==> config.mk <==
export PLATFORM = sky130hd
export DESIGN_NAME = regfile_wr_arbiter
export DESIGN_NICKNAME = d
export VERILOG_FILES = /design/src/rtl/rf_arb_pkg.sv /design/src/rtl/rf_starve_ctr.sv /design/src/rtl/regfile_wr_arbiter.sv
export SDC_FILE = /design/constraint.sdc
export NUM_CORES = 1
export LEC_CHECK = 0
export ABC_AREA = 1
export ABC_CLOCK_PERIOD_IN_PS = 1400
export CAP_MARGIN = 30
export CORE_ASPECT_RATIO = 1.5
export CORE_MARGIN = 4
export CORE_UTILIZATION = 41
export DETAILED_ROUTE_END_ITERATION = 6
export PLACE_DENSITY = 0.91
export RECOVER_POWER = 25
export SLEW_MARGIN = 15
export SYNTH_ARGS = -nofsm -noshare
export SYNTH_HDL_FRONTEND = slang
export SYNTH_SLANG_ARGS = --single-unit
==> constraint.sdc <==
create_clock -name clk -period 1.4 [get_ports clk]
set_input_delay 0.21 -clock clk [delete_from_list [all_inputs] [get_ports clk]]
set_output_delay 0.21 -clock clk [all_outputs]
set_load 0.02 [all_outputs]
==> src/rtl/rf_arb_pkg.sv <==
// Shared definitions for the register-file write-port arbiter:
// FSM state encoding, the r0 address and default widths.
package rf_arb_pkg;

    typedef enum logic {
        ST_NORMAL = 1'b0,
        ST_FORCE  = 1'b1
    } state_e;

    localparam logic [4:0] REG_ZERO = 5'd0;

    localparam int unsigned N_DEF  = 32;
    localparam int unsigned AW_DEF = 5;

endpackage

==> src/rtl/rf_starve_ctr.sv <==
// Saturating starvation counter; hit flags that the next count reaches STARVE_MAX.
module rf_starve_ctr #(
    parameter int unsigned STARVE_MAX = 4
) (
    input  logic clk,
    input  logic rst_n,
    input  logic inc,
    input  logic clr,
    output logic hit
);

    localparam int unsigned CW = $clog2(STARVE_MAX + 1);

    logic [CW-1:0] cnt_q, cnt_d;

    always_comb begin
        cnt_d = cnt_q;
        if (clr) begin
            cnt_d = '0;
        end else if (inc && (cnt_q != CW'(STARVE_MAX))) begin
            cnt_d = cnt_q + 1'b1;
        end
    end

    assign hit = (cnt_d == CW'(STARVE_MAX));

    always_ff @(posedge clk) begin
        if (!rst_n) begin
            cnt_q <= '0;
        end else begin
            cnt_q <= cnt_d;
        end
    end

endmodule

==> src/rtl/regfile_wr_arbiter.sv <==
// Arbitrates the single register-file write port between WB and the
// multi-cycle unit, with a starvation-forced MC grant and r0 write suppression.
module regfile_wr_arbiter
    import rf_arb_pkg::*;
#(
    parameter int unsigned N          = N_DEF,
    parameter int unsigned AW         = AW_DEF,
    parameter int unsigned STARVE_MAX = 4
) (
    input  logic          clk,
    input  logic          rst_n,
    input  logic          wb_valid,
    input  logic [AW-1:0] wb_reg,
    input  logic [N-1:0]  wb_data,
    output logic          wb_stall,
    input  logic          mc_valid,
    input  logic [AW-1:0] mc_reg,
    input  logic [N-1:0]  mc_data,
    output logic          mc_ready,
    output logic          rf_rw,
    output logic [AW-1:0] rf_writereg,
    output logic [N-1:0]  rf_data
);

    state_e        state_q, state_d;
    logic          rf_rw_q, rf_rw_d;
    logic [AW-1:0] rf_writereg_q, rf_writereg_d;
    logic [N-1:0]  rf_data_q, rf_data_d;

    logic          grant_wb, grant_mc;
    logic          starve_inc, starve_clr, starve_hit;

    // Grant decision and handshake outputs; everything is quiet while in reset.
    always_comb begin
        grant_wb = 1'b0;
        grant_mc = 1'b0;
        mc_ready = 1'b0;
        wb_stall = 1'b0;
        if (rst_n) begin
            unique case (state_q)
                ST_NORMAL: begin
                    if (wb_valid) begin
                        grant_wb = 1'b1;
                    end else if (mc_valid) begin
                        grant_mc = 1'b1;
                        mc_ready = 1'b1;
                    end
                end
                ST_FORCE: begin
                    mc_ready = 1'b1;
                    wb_stall = wb_valid;
                    grant_mc = mc_valid;
                end
                default: ;
            endcase
        end
    end

    assign starve_inc = (state_q == ST_NORMAL) && wb_valid && mc_valid;
    assign starve_clr = !mc_valid || mc_ready || (state_q == ST_FORCE);

    rf_starve_ctr #(
        .STARVE_MAX(STARVE_MAX)
    ) u_starve_ctr (
        .clk  (clk),
        .rst_n(rst_n),
        .inc  (starve_inc),
        .clr  (starve_clr),
        .hit  (starve_hit)
    );

    // FORCE lasts one cycle: the counter is cleared there, so hit cannot re-arm it.
    always_comb begin
        state_d = starve_hit ? ST_FORCE : ST_NORMAL;
    end

    always_comb begin
        rf_rw_d       = 1'b0;
        rf_writereg_d = rf_writereg_q;
        rf_data_d     = rf_data_q;
        if (grant_wb && (wb_reg != AW'(REG_ZERO))) begin
            rf_rw_d       = 1'b1;
            rf_writereg_d = wb_reg;
            rf_data_d     = wb_data;
        end else if (grant_mc && (mc_reg != AW'(REG_ZERO))) begin
            rf_rw_d       = 1'b1;
            rf_writereg_d = mc_reg;
            rf_data_d     = mc_data;
        end
    end

    always_ff @(posedge clk) begin
        if (!rst_n) begin
            state_q       <= ST_NORMAL;
            rf_rw_q       <= 1'b0;
            rf_writereg_q <= '0;
            rf_data_q     <= '0;
        end else begin
            state_q       <= state_d;
            rf_rw_q       <= rf_rw_d;
            rf_writereg_q <= rf_writereg_d;
            rf_data_q     <= rf_data_d;
        end
    end

    assign rf_rw       = rf_rw_q;
    assign rf_writereg = rf_writereg_q;
    assign rf_data     = rf_data_q;

endmodule

* Word level (Yosys, flattened, before mapping) *
Index checks and enable logic that the tools add are counted.

cells by class
  $add $sub $neg = 1
  bitwise operators = 1
  reduce and logical (&&, ||, !) cells = 11
  mux-type cells = 20
  equal/unequal tests = 2

operators by type and width
  kind                 number
  $mux 32              2
  $mux 1               12
  $mux 5               2
  $reduce_bool 5->1    2
  $mux 3               2
  $logic_and 1x1->1    5
  $pmux 1 s2           2
  $add 3x1->3 const B  1
  $eq 3x3->1 const B   1
  $ne 3x3->1 const B   1
  $logic_or 1x1->1     2
  $reduce_bool 2->1    1
  $logic_not 1->1      1
  $not 1->1            1

word-level totals
  input port bits = 78
  output and inout bits = 40
  register bits = 42
  word-level logic and storage cells = 40

* Logic depth before layout (Yosys ltp) *
  depth in word-level cells = 9
  depth in mapped cells = 10
  depth with buffers taken out = 8

* Hierarchy *
A second synthesis with hierarchy kept.

unflattened totals
  cells, all modules = 418
  area, all modules = 2494.9 µm²

modules (own cells, without submodules)
  module              cells each  sequential area each (µm²)  times used  area each (µm²)
  regfile_wr_arbiter  390         780.7                       1           2288.4
  rf_starve_ctr       28          60.1                        1           206.4

* Worst setup path after synthesis *
OpenSTA, ideal clock, no wires.

  kind = register to register
  from = register state_q
  to = register rf_data_q[10], in the netlist rf_data[10]
  period minus slack after synthesis = 1.272 ns
  data required time = 1.288 ns
  arrival = 1.160 ns
  path buffers = 2
  setup time = 0.112 ns
  cell stages (with the launch flop) = 11
  path slack = 0.128 ns
  path through = dfxtp_1 inv_1 nand2_2 nor2_4 nand2_2 buf_6 buf_2 nand2_1 nand2_1 nor2_1 nor2_1

on the way
  word-level cells in the longest chain between the ends = 5
  elaborated cells on any way between the ends = 9
  classes of those cells = mux (5); bitwise (1); reduce/logical (3)

ends and longest elaborated chain
  element                             RTL line                   RTL
  from (decl)                         regfile_wr_arbiter.sv:25   state_e state_q, state_d;
  from (signal assigned)              regfile_wr_arbiter.sv:99   state_q <= state_d;
  $not 1->1                           -
  $pmux 1 s2                          regfile_wr_arbiter.sv:40   unique case (state_q)
  $mux 1                              regfile_wr_arbiter.sv:39   if (rst_n) begin
  $logic_and 1x1->1                   regfile_wr_arbiter.sv:85   end else if (grant_mc && (mc_reg != AW'(REG_ZERO))) begin
  $reduce_bool 2->1 (no source line)  -
  to (signal assigned)                regfile_wr_arbiter.sv:102  rf_data_q <= rf_data_d;
  to (decl)                           regfile_wr_arbiter.sv:28   logic [N-1:0] rf_data_q, rf_data_d;

Parallel ways exist; a longest one is shown, timed or not.
A chain may end at the register's enable or synchronous reset.

* Final worst setup path *
  from = input wb_reg[2]
  to = register rf_data_q[17], in the netlist rf_data[17]

on the way
  word-level cells in the longest chain between the ends = 3
  elaborated cells on any way between the ends = 4
  classes of those cells = mux (1); reduce/logical (3)

ends and longest elaborated chain
  element                                       RTL line                  RTL
  from (decl)                                   regfile_wr_arbiter.sv:13  input logic [AW-1:0] wb_reg,
  $reduce_bool 5->1 *                           regfile_wr_arbiter.sv:81  if (grant_wb && (wb_reg != AW'(REG_ZERO))) begin
  $logic_and 1x1->1 *                           regfile_wr_arbiter.sv:81
  $mux 32 or $reduce_bool 2->1 (tied branches)  -

Every way passes the cells marked *; elsewhere a longest branch is shown, timed or not.

==> flow_summary.json <==
{
  "drt_wl_total_um": 8280,
  "num-fill-cells": 493,
  "synth.yosys.warnings": 0,
  "grt_start_max_net_pins": 39,
  "timing.rr.start": "state_q$_SDFF_PN0_",
  "ys_types": 21,
  "syn_nets": 495,
  "pin_count": 118,
  "synth_area_leader_cell": "dfxtp_1",
  "pwr-share-clk_pct": 27.7,
  "cp.arrival_ps": 1690,
  "synth_area_um2": 2460,
  "numCtsBuffers": 5,
  "post-dp-hpwl_um": 5690,
  "swShare_pct": 29.9,
  "cts.path.max_buffers": 2,
  "drv_cap": 0,
  "worst_setup_path_end_kind": "register",
  "drv_slew": 0,
  "grt_pass1_wl_um": 12600,
  "status": "finished, violations left",
  "fmax_mhz": 683,
  "die_w_um": 71.2,
  "rows": 34,
  "finalWeightedCongestion": 0.807,
  "fin_worst_skew_ps": 2.43,
  "cts.sinks": 42,
  "violations": "setup timing",
  "ant_nets": 0,
  "cts_root_buf": "clkbuf_8",
  "drc": 0,
  "crit_required_ps": 1630,
  "utilization_pct": 69.8,
  "die_area_um2": 7320,
  "fin_ws_ps": -64.2,
  "setup_viol_count_final": 36,
  "p_seq_share_pct": 39.7,
  "area.growth.synth_to_final_pct": 65.5,
  "p_comb_share_pct": 32.5,
  "peakVddDrop_mv": 0.588,
  "post-place-cells": 598,
  "fin_crit_ps": 1460,
  "finalHoldViolCount": 0,
  "yosysSeqAreaShare_pct": 34.2,
  "synth.top_cell.area_share_pct": 34.2,
  "cellPowerDensity_nw_per_um2": 827,
  "slew_headroom_pct": 72.6,
  "io_buffers": 117,
  "startpoint_type": "input port",
  "min_period_over_period_pct": 105,
  "finalNonFillerCells": 614,
  "cts_hold_buffers": 0,
  "crit_start": "wb_reg[2]",
  "finalPower_mw": 3.36,
  "worstMarginPinSlew_ps": 411,
  "crit_path_max_fanout": 14,
  "clkTransAtPathRegs_ps": 80,
  "internal-power_mw": 2.36,
  "grt_remaining_overflow": 0,
  "core-area_um2": 5830,
  "wl_per_cell_um": 13.5,
  "synthCells": 415,
  "start_util_pct": 42.2,
  "clkLatencyLatePin_ps": 290,
  "grt_usage_pct": 21.3,
  "grt_pass1_vias": 2977,
  "drive_gt1_share_pct": 10.7,
  "min-delay-start": "wb_reg[1]",
  "p_switching_mw": 1.01,
  "via_per_inst": 4.99,
  "drt-pass1-iter-count": 4,
  "hp-class": "input port to register",
  "num_antenna_cells": 0,
  "leakagePower_nw": 2.14,
  "vias": 3063,
  "rsz0062_at_grt": "yes",
  "post_dp_cell_area_um2": 3760,
  "avgSynthCellArea_um2": 5.92,
  "synthTopCellsByArea": "dfxtp_1, nand2_1, nand3_1",
  "antenna_found_initial": 0,
  "drtIter0Drc": 198,
  "ys_ff_latch": 42,
  "setup.worst_path.class": "input port to register",
  "final_net_count": 621,
  "finalInstanceArea_um2": 4070,
  "die_y_um": 103,
  "htree_levels": 2,
  "cts_tree": "built"
}
power groups by stage:
stage               clock (mW)  combinational, mW  sequential, mW
floorplan                    0              0.418            1.48
global placement             0               1.04            1.36
detailed placement           0               1.07            1.37
CTS                      0.956               1.04            1.34
global route              1.01               1.19            1.35
finish                   0.933               1.09            1.34
logic make-up after synthesis:
kind of cell,count (synthesis),share of synthesized area (%)
buffers and inverters,75,13.4
AND/OR/NAND/NOR,292,50.4
AO/OA/AOI/OAI,3,0.611
XOR/XNOR,1,0.356
flip-flops,42,34.2
adder cells (fa/ha/maj),2,1.02
critical path: stages:
cell	delay [ps]
clkdlybuf4s50_1	470
nor2_2	170
nand3_4	150
nand2_8	150
inv_4	40
nor2_4	160
clkbuf_16	210
nor2_1	50
nor2_1	80
what timing repair did:
| item | 4_1_cts | 5_1_grt |
|---|---|---|
| setup buffers | 2 | 1 |
| setup endpoints to repair | 78 | 41 |
| gates cloned | 1 | 5 |
| pin swaps | 6 | 8 |
| gates resized for setup | 67 | 16 |
state kept, by name, indices dropped and copies added, names as in the netlist:
signal,cells
rf_data,32
rf_rw,1
rf_writereg,5
state_q,1
u_starve_ctr.cnt_q,3
layout by cell type (no fill, tap or decap), types with 3 or more instances in the layout:
cell and count:
buf_8 3, clkdlybuf4s50_1 74, buf_4 9, nand2_1 121, clkbuf_8 5, nor2_1 76
clkbuf_16 4, nor2_2 8, nand3_1 76, inv_1 46, buf_6 5, dfxtp_1 40
buf_12 6, dlygate4sd2_1 40
path summary, 6_finish.rpt:
check	end	slack [ps]	cells after the start
worst max register to register	rf_data[17]$_SDFFE_PN0P_	-40	11
worst min-delay path	rf_writereg[1]$_SDFFE_PN0P_	390	5
worst min register to register	rf_data[9]$_SDFFE_PN0P_	540	4
worst max-delay path	rf_data[17]$_SDFFE_PN0P_	-60	9
layer usage:
layer	up-vias	routed length [um]	track usage (%)
met5	-	0	0
met4	0	289	9.84
met2	122	4580	42.0
li1	1516	-	-
met1	1395	2900	21.2
met3	30	516	3.90
synthesized netlist by cell type, drive strengths merged:
cell / instances
nor2: 86
xnor2: 1
ha: 2
nand2: 124
a21oi: 2
nand3: 78
nand4: 2
inv: 49
clkbuf: 8
nand3b: 1
buf: 18
o21ai: 1
dfxtp: 42
nor3: 1
cell type report:
class	count	area, um2	share of cell area [%]
Multi-Input combinational cell	299	1340	32.9
Clock inverter	3	40.0	0.984
Sequential cell	42	843	20.7
Tap cell	72	90.1	2.21
Timing Repair Buffer	144	1500	36.9
Clock buffer	5	68.8	1.69
Inverter	49	186	4.58
per-stage QoR:
step / setup TNS, ps / setup slack (ps) / hold WS [ps]
global placement: -12600 / -377 / 527
finish: -1140 / -64.2 / 389
global route: -3360 / -112 / 451
detailed placement: -15010 / -397 / 535
CTS: -93.4 / -21.2 / 535
floorplan: 0 / 128 / 359
Note: power is estimated with default switching activity, not from simulation.
